--- config.mk ---
export PLATFORM = sky130hd
export DESIGN_NAME = alu_sequencer_flat
export DESIGN_NICKNAME = d
export VERILOG_FILES = /design/src/rtl/alu_if.sv /design/src/rtl/alu_sequencer.sv /design/src/flat_wrapper.sv
export SDC_FILE = /design/constraint.sdc
export NUM_CORES = 1
export LEC_CHECK = 0
export CORE_MARGIN = 1.5
export CORE_UTILIZATION = 60
export CTS_BUF_LIST = sky130_fd_sc_hd__clkbuf_16
export CTS_CLUSTER_SIZE = 12
export DETAILED_ROUTE_END_ITERATION = 12
export GPL_TIMING_DRIVEN = 0
export PLACE_DENSITY = 0.91
export SLEW_MARGIN = 15
export SYNTH_ARGS = -nofsm -noshare
export SYNTH_HDL_FRONTEND = slang
export SYNTH_SLANG_ARGS = --single-unit
--- constraint.sdc ---
create_clock -name clk -period 5.05 [get_ports clk]
set_clock_uncertainty 0.15 [all_clocks]
set_input_delay 1.01 -clock clk [delete_from_list [all_inputs] [get_ports clk]]
set_output_delay 1.01 -clock clk [all_outputs]
set_load 0.05 [all_outputs]
--- src/rtl/alu_if.sv ---
// alu_if: request/result bundle between the register-file side and alu_sequencer
interface alu_if #(parameter int DATA_WIDTH = 16);
  logic start;
  logic [3:0] opcode;
  logic [DATA_WIDTH-1:0] operand_a, operand_b, data_in_acc_alu;
  logic busy, done, signal_save_after_alu;
  logic flag_z, flag_n, flag_c, flag_v;
  modport master (
    output start, opcode, operand_a, operand_b,
    input busy, done, data_in_acc_alu, signal_save_after_alu, flag_z, flag_n, flag_c, flag_v
  );
  modport slave (
    input start, opcode, operand_a, operand_b,
    output busy, done, data_in_acc_alu, signal_save_after_alu, flag_z, flag_n, flag_c, flag_v
  );
endinterface

--- src/rtl/alu_sequencer.sv ---
// alu_sequencer: multi-cycle ALU feeding the accumulator write port
module alu_sequencer #(parameter int DATA_WIDTH = 16) (
  input logic clk,
  input logic rst,
  alu_if.slave bus
);
  localparam int M = DATA_WIDTH - 1;
  localparam int CW = $clog2(DATA_WIDTH + 1);
  localparam int SW = $clog2(DATA_WIDTH);
  localparam logic [CW-1:0] LAST = CW'(DATA_WIDTH);
  localparam logic [DATA_WIDTH:0] ONE = 1;
  typedef enum logic [1:0] {IDLE, EXEC, ITER, DONE} state_t;
  state_t state, state_n;
  logic [3:0] op;
  logic [M:0] a, b, r, q, res, div_d;
  logic [CW-1:0] cnt;
  logic c, v, ge;
  logic [DATA_WIDTH:0] mul_s, div_t;
  logic [SW-1:0] sh;
  always_ff @(posedge clk or posedge rst)
    if (rst) state <= IDLE;
    else state <= state_n;
  always_comb begin
    state_n = state;
    if (state == IDLE && bus.start)
      state_n = (bus.opcode inside {4'd11, 4'd12, 4'd13} && bus.operand_b != '0) ? ITER : EXEC;
    else if (state == EXEC || (state == ITER && cnt == LAST)) state_n = DONE;
    else if (state == DONE) state_n = IDLE;
  end
  // res/c/v read only latched registers, so they stay valid through DONE and feed the output load
  always_comb begin
    res = '0;
    c = 1'b0;
    v = 1'b0;
    sh = b[SW-1:0];
    mul_s = {1'b0, r} + {1'b0, q[0] ? a : '0};
    div_t = {r, q[M]};
    ge = div_t >= {1'b0, b};
    div_d = div_t[M:0] - b;
    case (op)
      4'd0: begin
        {c, res} = {1'b0, a} + {1'b0, b};
        v = a[M] == b[M] && res[M] != a[M];
      end
      4'd1, 4'd14: begin
        {c, res} = {1'b0, a} - {1'b0, b};
        v = a[M] != b[M] && res[M] != a[M];
      end
      4'd2: res = a & b;
      4'd3: res = a | b;
      4'd4: res = a ^ b;
      4'd5: res = ~a;
      4'd6: {c, res} = {1'b0, a} << sh;
      4'd7: {res, c} = {a, 1'b0} >> sh;
      4'd8: {res, c} = $signed({a, 1'b0}) >>> sh;
      4'd9: begin
        {c, res} = {1'b0, a} + ONE;
        v = ~a[M] & res[M];
      end
      4'd10: begin
        {c, res} = {1'b0, a} - ONE;
        v = a[M] & ~res[M];
      end
      4'd11: begin
        res = q;
        c = |r;
      end
      4'd12: begin
        res = b == '0 ? '1 : q;
        v = b == '0;
      end
      4'd13: begin
        res = b == '0 ? a : r;
        v = b == '0;
      end
      default: ;
    endcase
  end
  assign bus.busy = state != IDLE;
  // MUL keeps {r,q} as a right-shifting product; DIV shifts the dividend out of q into remainder r
  always_ff @(posedge clk or posedge rst)
    if (rst) begin
      op <= '0;
      a <= '0;
      b <= '0;
      r <= '0;
      q <= '0;
      cnt <= '0;
      bus.done <= 1'b0;
      bus.signal_save_after_alu <= 1'b0;
      bus.data_in_acc_alu <= '0;
      {bus.flag_z, bus.flag_n, bus.flag_c, bus.flag_v} <= '0;
    end else begin
      bus.done <= state == DONE;
      bus.signal_save_after_alu <= state == DONE && op < 4'd14;
      if (state == IDLE && bus.start) begin
        op <= bus.opcode;
        a <= bus.operand_a;
        b <= bus.operand_b;
        r <= '0;
        q <= bus.opcode == 4'd11 ? bus.operand_b : bus.operand_a;
        cnt <= '0;
      end
      if (state == ITER && cnt != LAST) begin
        cnt <= cnt + 1'b1;
        r <= op == 4'd11 ? mul_s[DATA_WIDTH:1] : ge ? div_d : div_t[M:0];
        q <= op == 4'd11 ? {mul_s[0], q[M:1]} : {q[M-1:0], ge};
      end
      if (state == DONE && op != 4'd15) begin
        {bus.flag_z, bus.flag_n, bus.flag_c, bus.flag_v} <= {res == '0, res[M], c, v};
        if (op != 4'd14) bus.data_in_acc_alu <= res;
      end
    end
endmodule

--- src/flat_wrapper.sv ---
// flat-port wrapper written by rule: the top's interface ports become plain ports
module alu_sequencer_flat 
#(parameter int DATA_WIDTH = 16)
  (clk, rst, bus_start, bus_opcode, bus_operand_a, bus_operand_b, bus_busy, bus_done, bus_data_in_acc_alu, bus_signal_save_after_alu, bus_flag_z, bus_flag_n, bus_flag_c, bus_flag_v);
  alu_if #(.DATA_WIDTH(DATA_WIDTH)) bus_i ();
  input logic clk;
  input logic rst;
  input wire logic [$bits(bus_i.start)-1:0] bus_start;
  input wire logic [$bits(bus_i.opcode)-1:0] bus_opcode;
  input wire logic [$bits(bus_i.operand_a)-1:0] bus_operand_a;
  input wire logic [$bits(bus_i.operand_b)-1:0] bus_operand_b;
  output wire logic [$bits(bus_i.busy)-1:0] bus_busy;
  output wire logic [$bits(bus_i.done)-1:0] bus_done;
  output wire logic [$bits(bus_i.data_in_acc_alu)-1:0] bus_data_in_acc_alu;
  output wire logic [$bits(bus_i.signal_save_after_alu)-1:0] bus_signal_save_after_alu;
  output wire logic [$bits(bus_i.flag_z)-1:0] bus_flag_z;
  output wire logic [$bits(bus_i.flag_n)-1:0] bus_flag_n;
  output wire logic [$bits(bus_i.flag_c)-1:0] bus_flag_c;
  output wire logic [$bits(bus_i.flag_v)-1:0] bus_flag_v;
  assign bus_i.start = bus_start;
  assign bus_i.opcode = bus_opcode;
  assign bus_i.operand_a = bus_operand_a;
  assign bus_i.operand_b = bus_operand_b;
  assign bus_busy = bus_i.busy;
  assign bus_done = bus_i.done;
  assign bus_data_in_acc_alu = bus_i.data_in_acc_alu;
  assign bus_signal_save_after_alu = bus_i.signal_save_after_alu;
  assign bus_flag_z = bus_i.flag_z;
  assign bus_flag_n = bus_i.flag_n;
  assign bus_flag_c = bus_i.flag_c;
  assign bus_flag_v = bus_i.flag_v;
  alu_sequencer #(.DATA_WIDTH(DATA_WIDTH)) u_core (.clk(clk), .rst(rst), .bus(bus_i));
endmodule
Word-level counts from Yosys, hierarchy flattened:

Index checks and enable logic that the tools add are counted.

* output and inout port bits: 23
* input port bits: 39
* register bits: 97

* bitwise logic cells: 8
* eq/ne operators: 28
* add/sub/neg operators: 7
* order comparisons: 2
* shift-type cells: 3
* mux-type cells: 20
* reduce and logical (&&, ||, !) cells: 22

Operators by type and width (count)
* one-hot mux 16 bit (14 select lines): 1
* two-way mux 16 bit: 11
* == test 4 bit, second input constant: 10
* adder 16 x 16 -> 17 bit: 2
* zero test 16 bit: 2
* adder 16 x 1 -> 17 bit, second input constant: 1
* >= comparator 17 x 16 -> 1 bit: 1
* left shift 16 x 4 -> 17 bit: 1
* >> shifter 17 x 4 -> 17 bit: 1
* >>> shifter 17 x 4 -> 17 bit: 1
* subtractor 16 x 1 -> 17 bit, second input constant: 1
* subtractor 16 x 16 -> 17 bit: 1
* AND 16 bit: 1
* == test 4 x 3 -> 1 bit, second input constant: 4
* NOT 16 bit: 1
* bitwise OR 16 bit: 1
* nonzero test 16 bit: 1
* OR reduction 16 bit: 1
* subtractor 16 bit: 1
* bitwise XOR 16 bit: 1
* two-way mux 5 bit: 2
* == test 4 x 2 -> 1 bit, second input constant: 2
* logical AND 1 bit: 8
* two-way mux 2 bit: 4
* 21 further kinds: 30

Logic depth before layout (Yosys ltp):

Gate-level depths: netlist of run 1.

* depth in word-level cells: 5
* mapped depth: 16
* gate-level depth less buffers: 15

Least setup slack after synthesis of run 1:

OpenSTA, ideal clock, no wires.

* kind: register -> register
* from: register u_core.b[2]
* to: register u_core.bus.data_in_acc_alu[15]
* setup slack: 1.426 ns
* library setup time: 0.125 ns
* data arrival time: 3.349 ns
* data required time: 4.775 ns
* stages on the path, launching flop included: 14
* path through: dfrtp_1 -> buf_2 -> inv_1 -> clkbuf_1 -> buf_1 -> ha_1 -> buf_2 -> a221oi_1 -> o41ai_1 -> o221a_2 -> o41ai_1 -> o221a_2 -> o21ai_1 -> mux2_2

* word-level cells in the longest chain between the ends: 3
* elaborated cells between the ends (all ways): 9

Ends and longest elaborated chain
* start, declared: RTL line alu_sequencer.sv:15 `logic [M:0] a, b, r, q, res, div_d;`
* start signal, assigned: RTL line alu_sequencer.sv:99 `b <= bus.operand_b;`
* parallel branches: the longest is 2 deep, another holds subtractor 16 x 16 -> 17 bit
* one-hot mux 16 bit (14 select lines) (*): RTL line alu_sequencer.sv:40 `case (op)`
* end signal, assigned: RTL line alu_sequencer.sv:111 `if (op != 4'd14) bus.data_in_acc_alu <= res;`
* end, declared: RTL line alu_if.sv:14 `output busy, done, data_in_acc_alu, signal_save_after_alu, flag_z, flag_n, flag_c, flag_v`

Mark *: on every way between the ends.
A chain may end at the register's enable or synchronous reset.

Worst setup path after layout of run 1:

* from: register u_core.a[9]
* to: register u_core.bus.flag_z

* word-level cells in the longest chain between the ends: 3
* elaborated cells between the ends (all ways): 14

Ends and longest elaborated chain
* start, declared: RTL line alu_sequencer.sv:15
* start signal, assigned: RTL line alu_sequencer.sv:98 `a <= bus.operand_a;`
* subtractor 16 x 1 -> 17 bit (tied with other cells): RTL line alu_sequencer.sv:61 `{c, res} = {1'b0, a} - ONE;`
* one-hot mux 16 bit (14 select lines) (*): RTL line alu_sequencer.sv:40
* zero test 16 bit (*): RTL line alu_sequencer.sv:110 `{bus.flag_z, bus.flag_n, bus.flag_c, bus.flag_v} <= {res == '0, res[M], c, v};`
* end signal, assigned: RTL line alu_sequencer.sv:110
* end, declared: RTL line alu_if.sv:14

Mark *: on every way between the ends. The rest lies on a longest branch, timed or not.

==> flow_summary_export.csv, run 1 <==
group,metric,value,unit
detailed_routing,detailedRoute.firstPassIterationCount,8,
timing,final_period_util,97.94,%
critical_path,endpoint_kind,"register",
floorplan,num_io_pins,62,
critical_path,worstReg2RegStart,"u_core.a[9]",
synth,synth-compound-area-share,25.91,%
clocking,cts_root_buf,"clkbuf_16",
synth,synth_top_area_share,19.84,%
timing,max_freq,202.2,MHz
detailed_routing,remaining_drc_errors,0,
critical_path,path_class,"register to register",
clocking,max-clock-path-buffers,2,
critical_path,critPathLaunch,"u_core.a[9]",
final_layout,layout-drive-gt1-share,11.93,%
placement,buffer_ports.inserted,61,
synth,synth.largest_area_cell,"dfrtp_1",
synth,synth_warnings,0,
synth,synth_mux_area_share,13.44,%
clocking,clock_latency,0.38,ns
timing,finalSetupViolCount,0,
detailed_routing,drt_first_iter_violations,2688,
clocking,cts_hold_repair.buffers,0,
synth,syn-instance-count,1513,
detailed_routing,drtAntennaViolNets,0,
floorplan,chipWidth,145.8,um
clocking,cts_max_level,3,
synth,syn-mean-instance-area,8.084,um2
placement,detailed_place_hpwl,45270,um
global_route,global_route.overflow_total,0,
synth,synth-adder-area-share,9.656,%
clocking,cts-buffers-inserted,9,
global_route,grt_pass1_vias,13500,
placement,postPlaceCellArea,0.01325,mm2
global_route,grt_antenna_before_repair,6,
synth,synth_nets,1644,
critical_path,arrival,5.10,ns
synth,synth_edf_count,0,
floorplan,row_count,52,
synth,synth-simple-area-share,21.13,%
synth,synthTopCellsByCount,"nand2_1 (147), a21oi_1 (128), nor2_1 (106), o21ai_0 (103), dfrtp_1 (97)",
timing,rsz0062_at_grt,"no",
floorplan,die_outline_area,0.02125,mm2
synth,synthTopCellsByArea,"dfrtp_1 (20%), ha_1 (9.0%), mux4_2 (6.1%), a21oi_1 (5.2%), nand2_1 (4.5%)",
clocking,clock-sinks,97,
global_route,grt_pass1_wl,87210,um
synth,most_common_cell_in_the_netlist,"nand2_1",
final_layout,num-fill-cells,1651,
timing,hold_violations,0,
synth,yosys.area_share.xor_xnor,3.007,%
timing,slew_headroom,10.08,%
clocking,post-cts-setup-buffers,0,
synth,largest_family_of_logic_cells_by_synthesized_area,"compound AO/OA/AOI/OAI gates",
floorplan,die-height,145.8,um
worst_hold_path,hold_path_class,"register to register",
flow_run,cap_violations,0,
clocking,tritoncts,"built",
worst_hold_path,min-delay-start,"u_core.bus.data_in_acc_alu[0]",
detailed_routing,avgRoutedWirePerCell,31.96,um
final_layout,fin_nets,1719,
detailed_routing,vias_per_cell,7.747,
critical_path,crit_path_max_fanout,10,
clocking,clock_pin_slew_reported_for_the_worst_setup_and_hold_paths_after_clock_tree_synthesis,0.09,ns
synth,dominantRegCellSynth,"dfrtp_1",
synth,post_synth_num_cell_types,101,
floorplan,initial_utilization,60.84,%
global_route,global_route.usage.total,55.52,%
final_layout,layout.cell_area.non_filler,0.01357,mm2
synth,synth-seq-area-share,19.84,%
placement,gp_congestion,1.257,
final_layout,area_growth,10.98,%
detailed_routing,drt-total-wl,59600,um
floorplan,core_region_area,0.02010,mm2
synth,ffs_latches_synth,97,
critical_path,worst_setup_path_start_kind,"register",
critical_path,cp.required,5.20,ns
timing,transition_at_the_pin_with_the_smallest_max_transition_slack,1.344,ns
status,run_status,"complete, no violations",
synth,post_synth_instance_area,0.01223,mm2
timing,layout_min_cycle_time,4.946,ns
detailed_routing,detailroute.via_count,14450,
synth,share_of_synthesized_flip_flops_with_an_asynchronous_set_or_reset,100.0,%
global_route,grt_start_max_net_pins,51,
clocking,cts-resized-gates,0,
timing,timing_max_transition_violations_final,0,
-- final timing paths --
check                      cells after the start  slack, ns                       endpoint
max reg2reg                                   16       0.10              u_core.bus.flag_z
min reg2reg                                    2       0.33  u_core.bus.data_in_acc_alu[0]
min in group asynchronous                      2       0.96                  u_core.cnt[2]
max                                           16       0.10              u_core.bus.flag_z
min                                            2       0.33  u_core.bus.data_in_acc_alu[0]
max in group asynchronous                      3       3.08                    u_core.b[1]
-- layout make-up --
cell class              instances  area [um2]  area share [%]
clock buffers                   9       225.2           1.659
well taps                     270       337.8           2.489
inverters                      64       242.7           1.788
diodes                          2       5.005         0.03687
clock inverters                 7       91.34          0.6729
plain buffers                 124       618.1           4.553
repair buffers                 64       653.1           4.811
flip-flops and latches         97        2427           17.88
multi-input cells            1228        8974           66.11
-- through the flow --
stage                     setup TNS (ns)  setup WS (ns)  std cells  hold WS, ns  util (%)
after floorplan                        0          1.356       1513       0.2984         -
final                                  0         0.1040       1865       0.3321     67.52
after CTS                              0         0.2184       1863       0.3377     67.46
after detailed placement               0         0.2493       1847       0.3194     65.89
after global routing                   0         0.1104       1864       0.3496     67.51
after global placement            -5.355       -0.06491       1844       0.3107     65.56
-- per-layer routing --
metal	vias to the layer above	GRT usage, %	share of wire (%)
met5	-	2.045	0.20
met4	8	40.41	9.4
met3	439	25.11	18
met2	1489	77.98	39
met1	6655	66.66	33
li1	5857	-	-
-- cells by family after synthesis --
logic type,count (synthesis)
simple gates,496
compound gates,481
buf+inv,188
mux,117
flops,97
fa+ha+maj,92
xor+xnor,42
-- layout by cell type (no fill, tap or decap), drive strengths merged, types with 7 or more instances in the layout --
master / count
nor2b: 13
xor2: 10
clkdlybuf4s50: 61
nor2: 106
nand4: 21
or3: 7
o211ai: 18
mux2: 48
nand2b: 17
nand2: 148
nand3: 37
nor4: 30
clkbuf: 81
xnor2: 32
buf: 54
o221ai: 11
a21oi: 128
nor3b: 9
o21ai: 120
o21bai: 7
a31oi: 17
a21o: 20
mux2i: 36
nor3: 38
a221oi: 12
o2111ai: 7
and3: 9
o22ai: 12
dfrtp: 97
a2111oi: 12
mux4: 33
a211oi: 21
inv: 64
clkinv: 7
and2: 22
a22oi: 16
ha: 88
o31ai: 11
-- critical path, cell delays in order, from the launching register on --
cell	delay (ns)
dfrtp_1	0.57
clkbuf_1	0.47
buf_2	0.51
nand2_1	0.20
nor3_2	0.34
and3_1	0.29
and3_1	0.18
ha_1	0.13
nor2_1	0.04
a21oi_1	0.15
nor3b_1	0.06
a2111oi_0	0.40
nand3_1	0.14
a211oi_1	0.60
o21ai_1	0.25
nand4b_1	0.26
o21ai_1	0.14
-- sequential cells by signal (all words and copies together), names as in the netlist --
signal and cells:
u_core.state 2, u_core.r 16, u_core.bus.flag_n 1, u_core.op 4, u_core.bus.data_in_acc_alu 16, u_core.bus.done 1
u_core.a 16, u_core.bus.signal_save_after_alu 1, u_core.bus.flag_v 1, u_core.bus.flag_z 1, u_core.b 16, u_core.bus.flag_c 1
u_core.cnt 5, u_core.q 16
Power of run 1 is not shown: default switching activity piles up to over one toggle a cycle in this logic, so the estimate is an artifact.
==> run 2: changes to the inputs <==
--- a/config.mk
+++ b/config.mk
@@ -11,8 +11,10 @@
 export CTS_CLUSTER_SIZE = 12
 export DETAILED_ROUTE_END_ITERATION = 12
 export GPL_TIMING_DRIVEN = 0
+export HOLD_SLACK_MARGIN = 0.02
 export PLACE_DENSITY = 0.91
 export SLEW_MARGIN = 15
 export SYNTH_ARGS = -nofsm -noshare
 export SYNTH_HDL_FRONTEND = slang
 export SYNTH_SLANG_ARGS = --single-unit
+export TNS_END_PERCENT = 30
==> results of run 2 <==
Final layout, timing and power as in run 1 (identical DEF).
Power of run 2 is left out for the same reason.
